$ cat config.mk
export PLATFORM = sky130hd
export DESIGN_NAME = wb_regfile
export DESIGN_NICKNAME = d
export VERILOG_FILES = /design/src/rtl/wb_regfile_pkg.sv /design/src/rtl/wb_regfile_regfile_core.sv /design/src/rtl/wb_regfile.sv
export SDC_FILE = /design/constraint.sdc
export NUM_CORES = 2
export LEC_CHECK = 0
export ABC_AREA = 1
export CORE_ASPECT_RATIO = 1.4
export CORE_MARGIN = 8
export CORE_UTILIZATION = 25
export DETAILED_ROUTE_END_ITERATION = 6
export PLACE_DENSITY = 0.5
export SYNTH_ARGS = -nofsm -noshare
export SYNTH_HDL_FRONTEND = slang
export SYNTH_SLANG_ARGS = --single-unit
$ cat constraint.sdc
create_clock -name clk -period 2.93 [get_ports clk]
set_input_delay 0.7325 -clock clk [delete_from_list [all_inputs] [get_ports clk]]
set_output_delay 0.7325 -clock clk [all_outputs]
set_load 0.02 [all_outputs]
$ cat src/rtl/wb_regfile_pkg.sv
// Shared sizing constants for the writeback stage and register file.
// Optional same-cycle write-through bypass is enabled with macro WB_BYPASS_EN.
package wb_regfile_pkg;

    localparam int DSIZE = 32;
    localparam int ISIZE = 16;
    localparam int ASIZE = 5;

    localparam logic [ASIZE-1:0] ZERO_REG = 5'd0;

endpackage : wb_regfile_pkg

$ cat src/rtl/wb_regfile_regfile_core.sv
// 2^AW x DW register array: one synchronous write port, two combinational
// read ports, register 0 forced to zero, synchronous clear.
module regfile_core
    import wb_regfile_pkg::*;
#(
    parameter int DW = DSIZE,
    parameter int AW = ASIZE
) (
    input  logic          clk,
    input  logic          rst,
    input  logic          we,
    input  logic [AW-1:0] waddr,
    input  logic [DW-1:0] wdata,
    input  logic [AW-1:0] raddr1,
    input  logic [AW-1:0] raddr2,
    output logic [DW-1:0] rdata1,
    output logic [DW-1:0] rdata2
);

    localparam int DEPTH = 2 ** AW;

    logic [DW-1:0] regs_r [DEPTH];

    // Clear has priority over a concurrent write; index 0 never stores data.
    always_ff @(posedge clk) begin
        if (rst) begin
            for (int i = 0; i < DEPTH; i++) begin
                regs_r[i] <= '0;
            end
        end else if (we && (waddr != AW'(ZERO_REG))) begin
            regs_r[waddr] <= wdata;
        end else begin
            regs_r[waddr] <= regs_r[waddr];
        end
    end

    // Read ports, register 0 returns zero regardless of array contents.
    always_comb begin
        rdata1 = '0;
        rdata2 = '0;
        if (raddr1 != AW'(ZERO_REG)) begin
            rdata1 = regs_r[raddr1];
        end else begin
            rdata1 = '0;
        end
        if (raddr2 != AW'(ZERO_REG)) begin
            rdata2 = regs_r[raddr2];
        end else begin
            rdata2 = '0;
        end
    end

endmodule : regfile_core

$ cat src/rtl/wb_regfile.sv
// Writeback select, register-file commit, operand reads and retire counter.
// Define WB_BYPASS_EN to forward the writeback value to same-cycle reads.
module wb_regfile
    import wb_regfile_pkg::*;
#(
    parameter int DSIZE_P = DSIZE,
    parameter int ISIZE_P = ISIZE,
    parameter int ASIZE_P = ASIZE
) (
    input  logic               clk,
    input  logic               rst,
    input  logic [DSIZE_P-1:0] aluout_in,
    input  logic [DSIZE_P-1:0] mem_rdata_in,
    input  logic               MemtoReg_in,
    input  logic               wen_in,
    input  logic               jal_in,
    input  logic [ISIZE_P-1:0] PC_in,
    input  logic [ASIZE_P-1:0] waddr_in,
    input  logic [ASIZE_P-1:0] raddr1,
    input  logic [ASIZE_P-1:0] raddr2,
    output logic [DSIZE_P-1:0] rdata1,
    output logic [DSIZE_P-1:0] rdata2,
    output logic [DSIZE_P-1:0] wb_data,
    output logic [31:0]        retire_cnt
);

    logic               commit_s;
    logic [DSIZE_P-1:0] core_rdata1_s;
    logic [DSIZE_P-1:0] core_rdata2_s;
    logic [31:0]        retire_cnt_r;

    // Writeback source priority: link PC, then memory word, then ALU result.
    always_comb begin
        wb_data = '0;
        if (jal_in) begin
            wb_data = DSIZE_P'(PC_in);
        end else if (MemtoReg_in) begin
            wb_data = mem_rdata_in;
        end else begin
            wb_data = aluout_in;
        end
    end

    assign commit_s = wen_in && (waddr_in != ASIZE_P'(ZERO_REG));

    regfile_core #(
        .DW (DSIZE_P),
        .AW (ASIZE_P)
    ) u_core (
        .clk    (clk),
        .rst    (rst),
        .we     (commit_s),
        .waddr  (waddr_in),
        .wdata  (wb_data),
        .raddr1 (raddr1),
        .raddr2 (raddr2),
        .rdata1 (core_rdata1_s),
        .rdata2 (core_rdata2_s)
    );

    // Counts every enabled write, including those aimed at register 0.
    always_ff @(posedge clk) begin
        if (rst) begin
            retire_cnt_r <= 32'd0;
        end else if (wen_in) begin
            retire_cnt_r <= retire_cnt_r + 32'd1;
        end else begin
            retire_cnt_r <= retire_cnt_r;
        end
    end

    assign retire_cnt = retire_cnt_r;

`ifdef WB_BYPASS_EN
    // Write-through: decode sees the value being committed this cycle.
    always_comb begin
        rdata1 = core_rdata1_s;
        rdata2 = core_rdata2_s;
        if (!rst && commit_s && (raddr1 == waddr_in)) begin
            rdata1 = wb_data;
        end else begin
            rdata1 = core_rdata1_s;
        end
        if (!rst && commit_s && (raddr2 == waddr_in)) begin
            rdata2 = wb_data;
        end else begin
            rdata2 = core_rdata2_s;
        end
    end
`else
    assign rdata1 = core_rdata1_s;
    assign rdata2 = core_rdata2_s;
`endif

endmodule : wb_regfile

[Yosys cells after proc, flatten, opt, wreduce, memory -nomap -nowiden]
Memories as Yosys holds them, arrays and structs flattened.
Cells that the tools add are included.
Word-level totals
  register bits after elaboration: 32
  memory bits (writable): 1024
  input port bits: 100
  output and inout port bits: 128
  logic and storage cells: 28
  memories kept: 1
Memories
  u_core.regs_r: depth 32, width 32, rd ports 2, clocked after memory_dff 0, wr ports 32, line wb_regfile_regfile_core.sv:22  | logic [DW-1:0] regs_r [DEPTH];
Operators by class
  add/subtract/negate cells: 1
  equal/unequal tests: 1
  mux-type cells: 16
  bitwise operators: 1
  reductions and logical operators: 7
Operators with widths (count)
  2-to-1 mux 32 bit: 6
  adder 32 x 1 -> 32 bit (second input constant): 1
  OR reduction 32 bit: 1
  nonzero test 5 bit: 3
  2-to-1 mux 1 bit: 9
  2-to-1 mux 5 bit: 1
  logical AND 1 bit: 2
  AND reduction 2 bit: 1
  inequality test 0 bit: 1
  OR 1 bit: 1

[Depth between registers and ports, before layout]
  depth after elaboration: 10
  mapped depth: 12
  gate-level depth less buffers: 10

[Hierarchy]
A second synthesis with hierarchy kept.
Second synthesis, totals
  cells, all modules: 7664
  area, all modules: 58856.4 um2
Modules (own cells, without submodules)
  regfile_core: instances 1, cells an instance 7255, area each 56579.3 um2, sequential area each 30749.5 um2
  wb_regfile: instances 1, cells an instance 409, area each 2277.2 um2, sequential area each 640.6 um2

[Worst setup path before layout]
OpenSTA, ideal clock, no wires.
  path kind: input -> output
  from: input raddr2[0]
  to: output rdata2[10]
  arrival time: 2.061 ns
  required time: 2.197 ns
  slack: 0.137 ns
  stages: 12
  buffers on the path: 3
  cell sequence: buf_4 inv_4 buf_4 clkbuf_1 nand2_1 nand3_1 nand3_1 nand2_1 nand2_1 nand3_1 nand2_1 nor2_1
On the way
  word-level cells in the longest chain between the ends: 2
  elaborated cells between the ends (all ways): 3
  those cells by class: mux (1); reduce/logical (1); memory (1)
RTL lines
  start: declaration: line wb_regfile.sv:20  | input logic [ASIZE_P-1:0] raddr2,
  memory read (32 x 32 bit) or nonzero test 5 bit (tied branches)
  2-to-1 mux 32 bit (*): line wb_regfile_regfile_core.sv:46  | if (raddr2 != AW'(ZERO_REG)) begin
  end: declaration: line wb_regfile.sv:22  | output logic [DSIZE_P-1:0] rdata2,
Every way passes the cells marked *; elsewhere a longest branch is shown, timed or not.

[Worst setup path after layout]
  from: input raddr2[0]
  to: output rdata2[27]
The elaborated chain is that of the path after synthesis.

==> results.cfg <==
[clocking]
clk_path_buf_depth = 3
clock-sinks = 1056
cts-buffers-inserted = 107
h-tree-depth = 3
cts_root_buffer = clkbuf_16
cts_tree = yes
clk_latency_ns = 0.75
clkTransAtPathRegs_ns = 0.07

[sta]
skew_ns = 0.0319
tightest_slew_ns = 0.728
layout_setup_ws_ns = -0.286
fin_tns_setup_ns = -10.40
final-setup-viol-count = 62
slew_headroom_pct = 51.4
min_period_ns = 3.22
rsz0062_at_grt = yes
hold_violations = 0
finalMaxSlewViolations = 0
post-route-period-util_pct = 110
fmax_mhz = 311

[drt]
drt_iter0_drc = 7388
num_vias = 61838
wirelength_um = 298000
avgViaCountPerCell = 5.35
route.detailed.drc = 7
wl_per_cell_um = 25.8
ant_nets = 0
drtPass1Iterations = 7

[placed_design]
place_congestion = 0.928
io_buffers = 227
dp_cells = 11010
dp_hpwl_um = 181000

[power]
p_leak_nw = 35.4
p_per_area_mw_per_mm2 = 482
ir_drop_mv = 0.440
power_mw = 41.7

[finish]
drive_gt1_share_pct = 28.8
multi_input_area_mm2 = 0.0291
n_fill_cell = 23492
seqCellArea_mm2 = 0.0314
area_growth_pct = 46.7
final_nets = 8488
fin_cells = 11564

[worst_setup_path]
crit_type = input pin to output pin
cp-end-kind = output pin
cp.arrival_ns = 2.48
rr_endpoint = retire_cnt[26]
reg2regPathDepth = 8
startpoint = raddr2[0]
crit_fanout = 7
crit_slowest_cell = buf_16
cp_cell_sequence = buf_16 -> clkinv_16 -> buf_16 -> buf_12 -> buf_16 -> buf_16 -> nand2_1 -> nand3_2 -> nand3_2 -> nand2_2 -> nand2_2 -> nand2_2 -> nor2_4 -> nor2_4 -> buf_12
reg2reg_setup_slack_ns = 0.91
worst_path_most_repeated_cell = buf_16
endpoint = rdata2[27]
slowest_delay_ns = 0.17
r2r_start = retire_cnt[0]
crit_path_start_kind = input pin
cp.required_ns = 2.20

[logic_synthesis]
synthCells = 7608
synth.area.top_cells = edfxtp_1 52%, nand2_1 17%, nand3_1 12%, nor2_1 8.5%, buf_2 2.5%
ys_types = 26
yosys_warnings = 0
synthFlopType = edfxtp_1
synth_common_cells = 2621 x nand2_1, 1389 x nand3_1, 1331 x nor2_1
synth_top_cell_by_area = edfxtp_1
synth.top_cell.area_share_pct = 52.1
postSynth.asyncResetShare_pct = 0
syn-cell-area_mm2 = 0.0590
ys_seq_area_share_pct = 53.2
synth.avg_cell_area_um2 = 7.76
yosysMostFrequentCell = nand2_1
synth_edf_count = 1024
ys_seq_elements = 1056

[status]
violations = DRC, setup timing
status = complete, but fails checks

[die]
row_count = 211
start_util_pct = 25.1
fp.dieW_um = 427
io_pins = 228
die_h_um = 591
core_area_mm2 = 0.235
die-area_mm2 = 0.252

[global_route]
grt_pass1_vias = 59248
antenna_found_initial = 4
grt_pass1_wl_um = 414000
grt_usage_pct = 22.1
grt-ovfl-total = 0
grt_max_degree = 56

[run]
maxCapViolations = 0

[min_path]
hp-start = retire_cnt[8]
worstHoldPathCells = 2
hold_path.class = flop to flop
[metal layers]
layer  global-route usage, %  up-vias  routed length, µm
met1                    26.1    29972             107000
met2                    37.1     4052             139000
li1                        -    26668                  -
met3                    3.63     1146              27700
met5                       0        -                  0
met4                    14.4        0              24200
[layout by cell type, fill, tap and decap left out, types with 19 or more instances in the layout]
cell type        count
nand2_2            415
nor2_2              54
clkbuf_16          141
buf_16             103
nor2_4             135
buf_8               64
nand2_1           2138
buf_12             305
buf_6              169
a21oi_1            116
clkinv_2            22
dfxtp_1             32
inv_1              147
buf_4              447
o21ai_1             51
nor2_1            1142
conb_1              32
a21oi_2             33
nand2_4             67
nand3_1           1015
edfxtp_1          1024
nor3_1              30
o21ai_0             97
nand3_4             26
clkdlybuf4s50_1    118
clkinv_1            19
nand3_2            348
[critical path, delay by kind of cell]
kind | cells | cell delay [ns]
AND/OR/NAND/NOR | 8 | 0.72
buffers and inverters | 7 | 0.99
[power breakdown]
part	total, mW	switching (mW)	internal [mW]	leakage (nW)
Combinational	9.42	5.65	3.77	23.7
Sequential	17.9	0.528	17.4	10.0
Clock	14.4	6.45	7.97	1.70
Total	41.7	12.6	29.1	35.4
[final cells by class]
class                   instances  share of cell area [%]
multi-input cells            5772                    33.6
repair buffers               1287                    20.7
clock inverters                71                   0.844
inverters                     159                   0.834
well taps                    3088                    4.46
flip-flops and latches       1056                    36.3
clock buffers                 125                    3.23
diodes                          2                 0.00578
repair inverters                4                  0.0954
[cell families after synthesis]
kind of cell               share of synthesized area [%]
other                                            0.00636
AOI/OAI and AO/OA                                   2.93
buffers and inverters                               6.34
and+or+nand+nor                                     37.5
DFF                                                 53.2
adders and majority gates                         0.0212
[registers in the layout, indices dropped and copies added (netlist names)]
| register | count |
|---|---|
| retire_cnt | 32 |
| u_core.regs_r | 1024 |
[timing repair]
item,CTS,global route
pin swaps,291,434
gates resized for setup,1254,891
setup buffers,214,91
endpoints found under the setup margin,96,80
gates cloned,88,33
hold buffers,0,0
[worst min path at each step]
stage / endpoint
after floorplan: retire_cnt[8]
after global placement: retire_cnt[14]
after detailed placement: retire_cnt[16]
after CTS: retire_cnt[16]
after global routing: retire_cnt[16]
final: retire_cnt[8]
[metrics by stage]
stage	utilization, %	hold slack, ns	area (µm²)	setup slack, ns
floorplan	-	0.547	59100	0.137
global placement	30.0	0.488	70600	-1.10
detailed placement	30.0	0.491	70600	-1.05
CTS	35.0	0.504	82400	-0.262
global route	36.8	0.526	86500	-0.336
finish	36.8	0.505	86500	-0.286
Note: power is estimated with default switching activity, not from simulation.
==> edit, RTL diff (same flow settings) <==
The option `WB_BYPASS_EN` is turned on by a define.
--- a/src/rtl/wb_regfile.sv
+++ b/src/rtl/wb_regfile.sv
@@ -1,5 +1,7 @@
 // Writeback select, register-file commit, operand reads and retire counter.
 // Define WB_BYPASS_EN to forward the writeback value to same-cycle reads.
+`define WB_BYPASS_EN
+
 module wb_regfile
     import wb_regfile_pkg::*;
 #(
Function: not settled (the Yosys comparison gave no result); the edit may change what the design does.
==> edit against the original RTL <==
The flow finishes with violations (setup timing); count of clock-buffer cells in the layout increased by 16; wire length decreased by 3.7%; utilization shrank 1.9 points; total power is 3.0% lower; synthesized area grew 0.28%; die area is 0.27% higher; cell count fell by 1.7%; fmax grew 0.70%; sequential cell count stayed put; critical path depth decreased by 2; final area is 5.0% lower; setup slack improved by 22 ps; critical path type unchanged; critical endpoint is now rdata2[22]; largest power group unchanged.
==> edit: results (changes against the original RTL) <==
Hold path
  • Hold path startpoint: wen_in
  • Hold path endpoint: retire_cnt[0]
  • WHS Path Cells: 3 (+1)
  • Hold Crit Class: in2reg

Global routing
  • Initial antenna violation count: 6 (+2)
  • First-pass GRT wire length: 394,000 µm (-4.7%)
  • Vias in the first global route: 56,200 (-5.1%)
  • Largest net degree at the start of global routing: 57 (+1.8%)
  • GRT Total Usage: 21.2% (-0.93 points)

Clocking
  • Max Root-Sink Buffers: 3 (unchanged)
  • Clock latency on the worst-skew pair: 770 ps (+20 ps)
  • CTS H-Tree Depth: 3 (unchanged)
  • Root buffer cell: clkbuf_16
  • Clock-pin transition on the worst setup and hold timing paths: ~60 ps
  • Inserted Clock Buffers: 111 (+3.7%)

STA
  • Post-route clock skew: 31.9 ps (+0.0251 ps)
  • Fin Hold WS: 294 ps (-211 ps)
  • Slew margin rel.: 34.9% (-17 points)
  • Final setup TNS: -10,650 ps (-250 ps)
  • Final setup fails: 64 (+3.2%)
  • Post-route setup slack: -263 ps (+22.4 ps)

Routing
  • DR vias: 58,400 (-5.6%)
  • DR pass1 iterations: 6 (-1)
  • Initial DRC count: 6,064 (-18%)
  • Vias per cell: 5.13 (-4.0%)
  • Aggregate routed wire length: 287,000 µm (-3.7%)

Power
  • Maximum vdd drop: 517 µV (+17%)
  • P_leak: 33.0 nW (-6.9%)

Worst setup path
  • FF-to-FF Start: retire_cnt[0]
  • Worst Path Arrival: 2460 ps (-20 ps)
  • Reg2Reg Depth: 8 (unchanged)
  • Critical path peak fanout: 8 (+1)
  • R2R setup slack: 1120 ps (+210 ps)
  • FF-to-FF End: retire_cnt[26]

Cells and area
  • Nets: 8,292 (-2.3%)
  • Max reg flops: 1,024 (unchanged)
  • Share of layout cells above drive strength 1: 22.8% (-5.9 points)
  • Largest Register: u_core.regs_r
  • Fill cells: 23,800 (+1.2%)

Yosys
  • EDFF count, synth: 1,024 (unchanged)
  • Synth top area cells: edfxtp_1, nand2_1, nor2_1
  • Top cells by count, synth: nand2_1, nor2_1, edfxtp_1
  • Prevailing post-synth register cell: edfxtp_1
  • Post-synth cell types: 27 (+3.8%)
  • Yosys warning count: 0 (unchanged)
  • Sequential fraction of the synthesis area: 53.0% (-0.15 points)
  • Syn_area_per_cell: 7.81 µm² (+0.74%)
  • Post-synth ARST share: 0% (unchanged)

Placement
  • Port buffer count: 227 (unchanged)
  • Post-DP Area: 71,800 µm² (+1.6%)
  • Dpl hpwl: 188,000 µm (+3.5%)
  • DP Cell Count: 11,000 (-0.11%)
  • GPL Wtd Cong: 0.894 (-3.7%)

Status
  • Run status: finished with violations
  • Violations in the final reports: setup timing
-- edit: worst max path at each step --
stage                            from                    to  depth (start not counted)  slack [ps]
after global routing        raddr2[1]            rdata2[27]                         15        -310
after detailed placement  waddr_in[0]            rdata2[15]                         11       -1130
after CTS                   raddr2[1]            rdata2[28]                         16        -240
after floorplan           waddr_in[2]  u_core.regs_r[30][0]                          8         -20
after global placement    waddr_in[0]             rdata2[7]                         11       -1110
final                       raddr2[0]            rdata2[22]                         13        -260
-- edit: area by class of cell --
type,count,area share (%)
antenna,1,0.00304
clock buffer,141,3.56
clock inverter,64,0.806
inverter,446,2.14
multi-input combinational,5472,32.8
sequential,1056,38.2
tap,3088,4.70
timing repair buffer,1104,17.8
-- edit: what timing repair did --
action,4_1_cts,5_1_grt
cloned,34,26
buffers inserted,83,48
pin swaps,205,305
resized for setup,970,489
setup endpoints to repair,96,69
-- edit: power by group --
group / internal [mW] / switching [mW] / leakage (nW)
clock network: 7.96 / 6.59 / 1.76
registers: 17.3 / 0.397 / 10.0
logic: 3.14 / 5.02 / 21.2
-- edit: metal layers --
| layer | GRT usage [%] | up-vias | wire (µm) |
|---|---|---|---|
| met5 | 0 | - | 0 |
| met4 | 11.8 | 0 | 18000 |
| met3 | 3.13 | 742 | 22000 |
| met2 | 36.1 | 2885 | 138000 |
| met1 | 25.5 | 28600 | 109000 |
| li1 | - | 26200 | - |
-- edit: cell families (layout without fill, tap and decap cells) --
kind of cell    Yosys count  count (layout)  synth area share (%)
simple gates           4598            4598                  31.3
fa+ha+maj                 1               1                0.0211
flops                  1056            1056                  53.0
other cells               1              33               0.00634
buf+inv                1076            1755                  7.17
compound gates          833             833                  8.38
xor+xnor                  8               8                 0.118
-- edit: worst max-delay path, cell delays in order --
cell and delay (ps):
buf_16 150, buf_12 160, buf_12 110, nand2_4 40
nand4_1 170, buf_4 160, nor2_4 30, a21oi_4 160
buf_12 180, buf_16 170, nand3_2 100, nand2_2 80
buf_6 110
-- edit: metrics by stage --
stage          setup slack, ps  utilization [%]
6_report                  -263             34.9
5_1_grt                   -310             34.9
4_1_cts                   -242             33.7
3_5_place_dp             -1130             30.4
3_3_place_gp             -1110             30.4
2_1_floorplan            -24.0                -
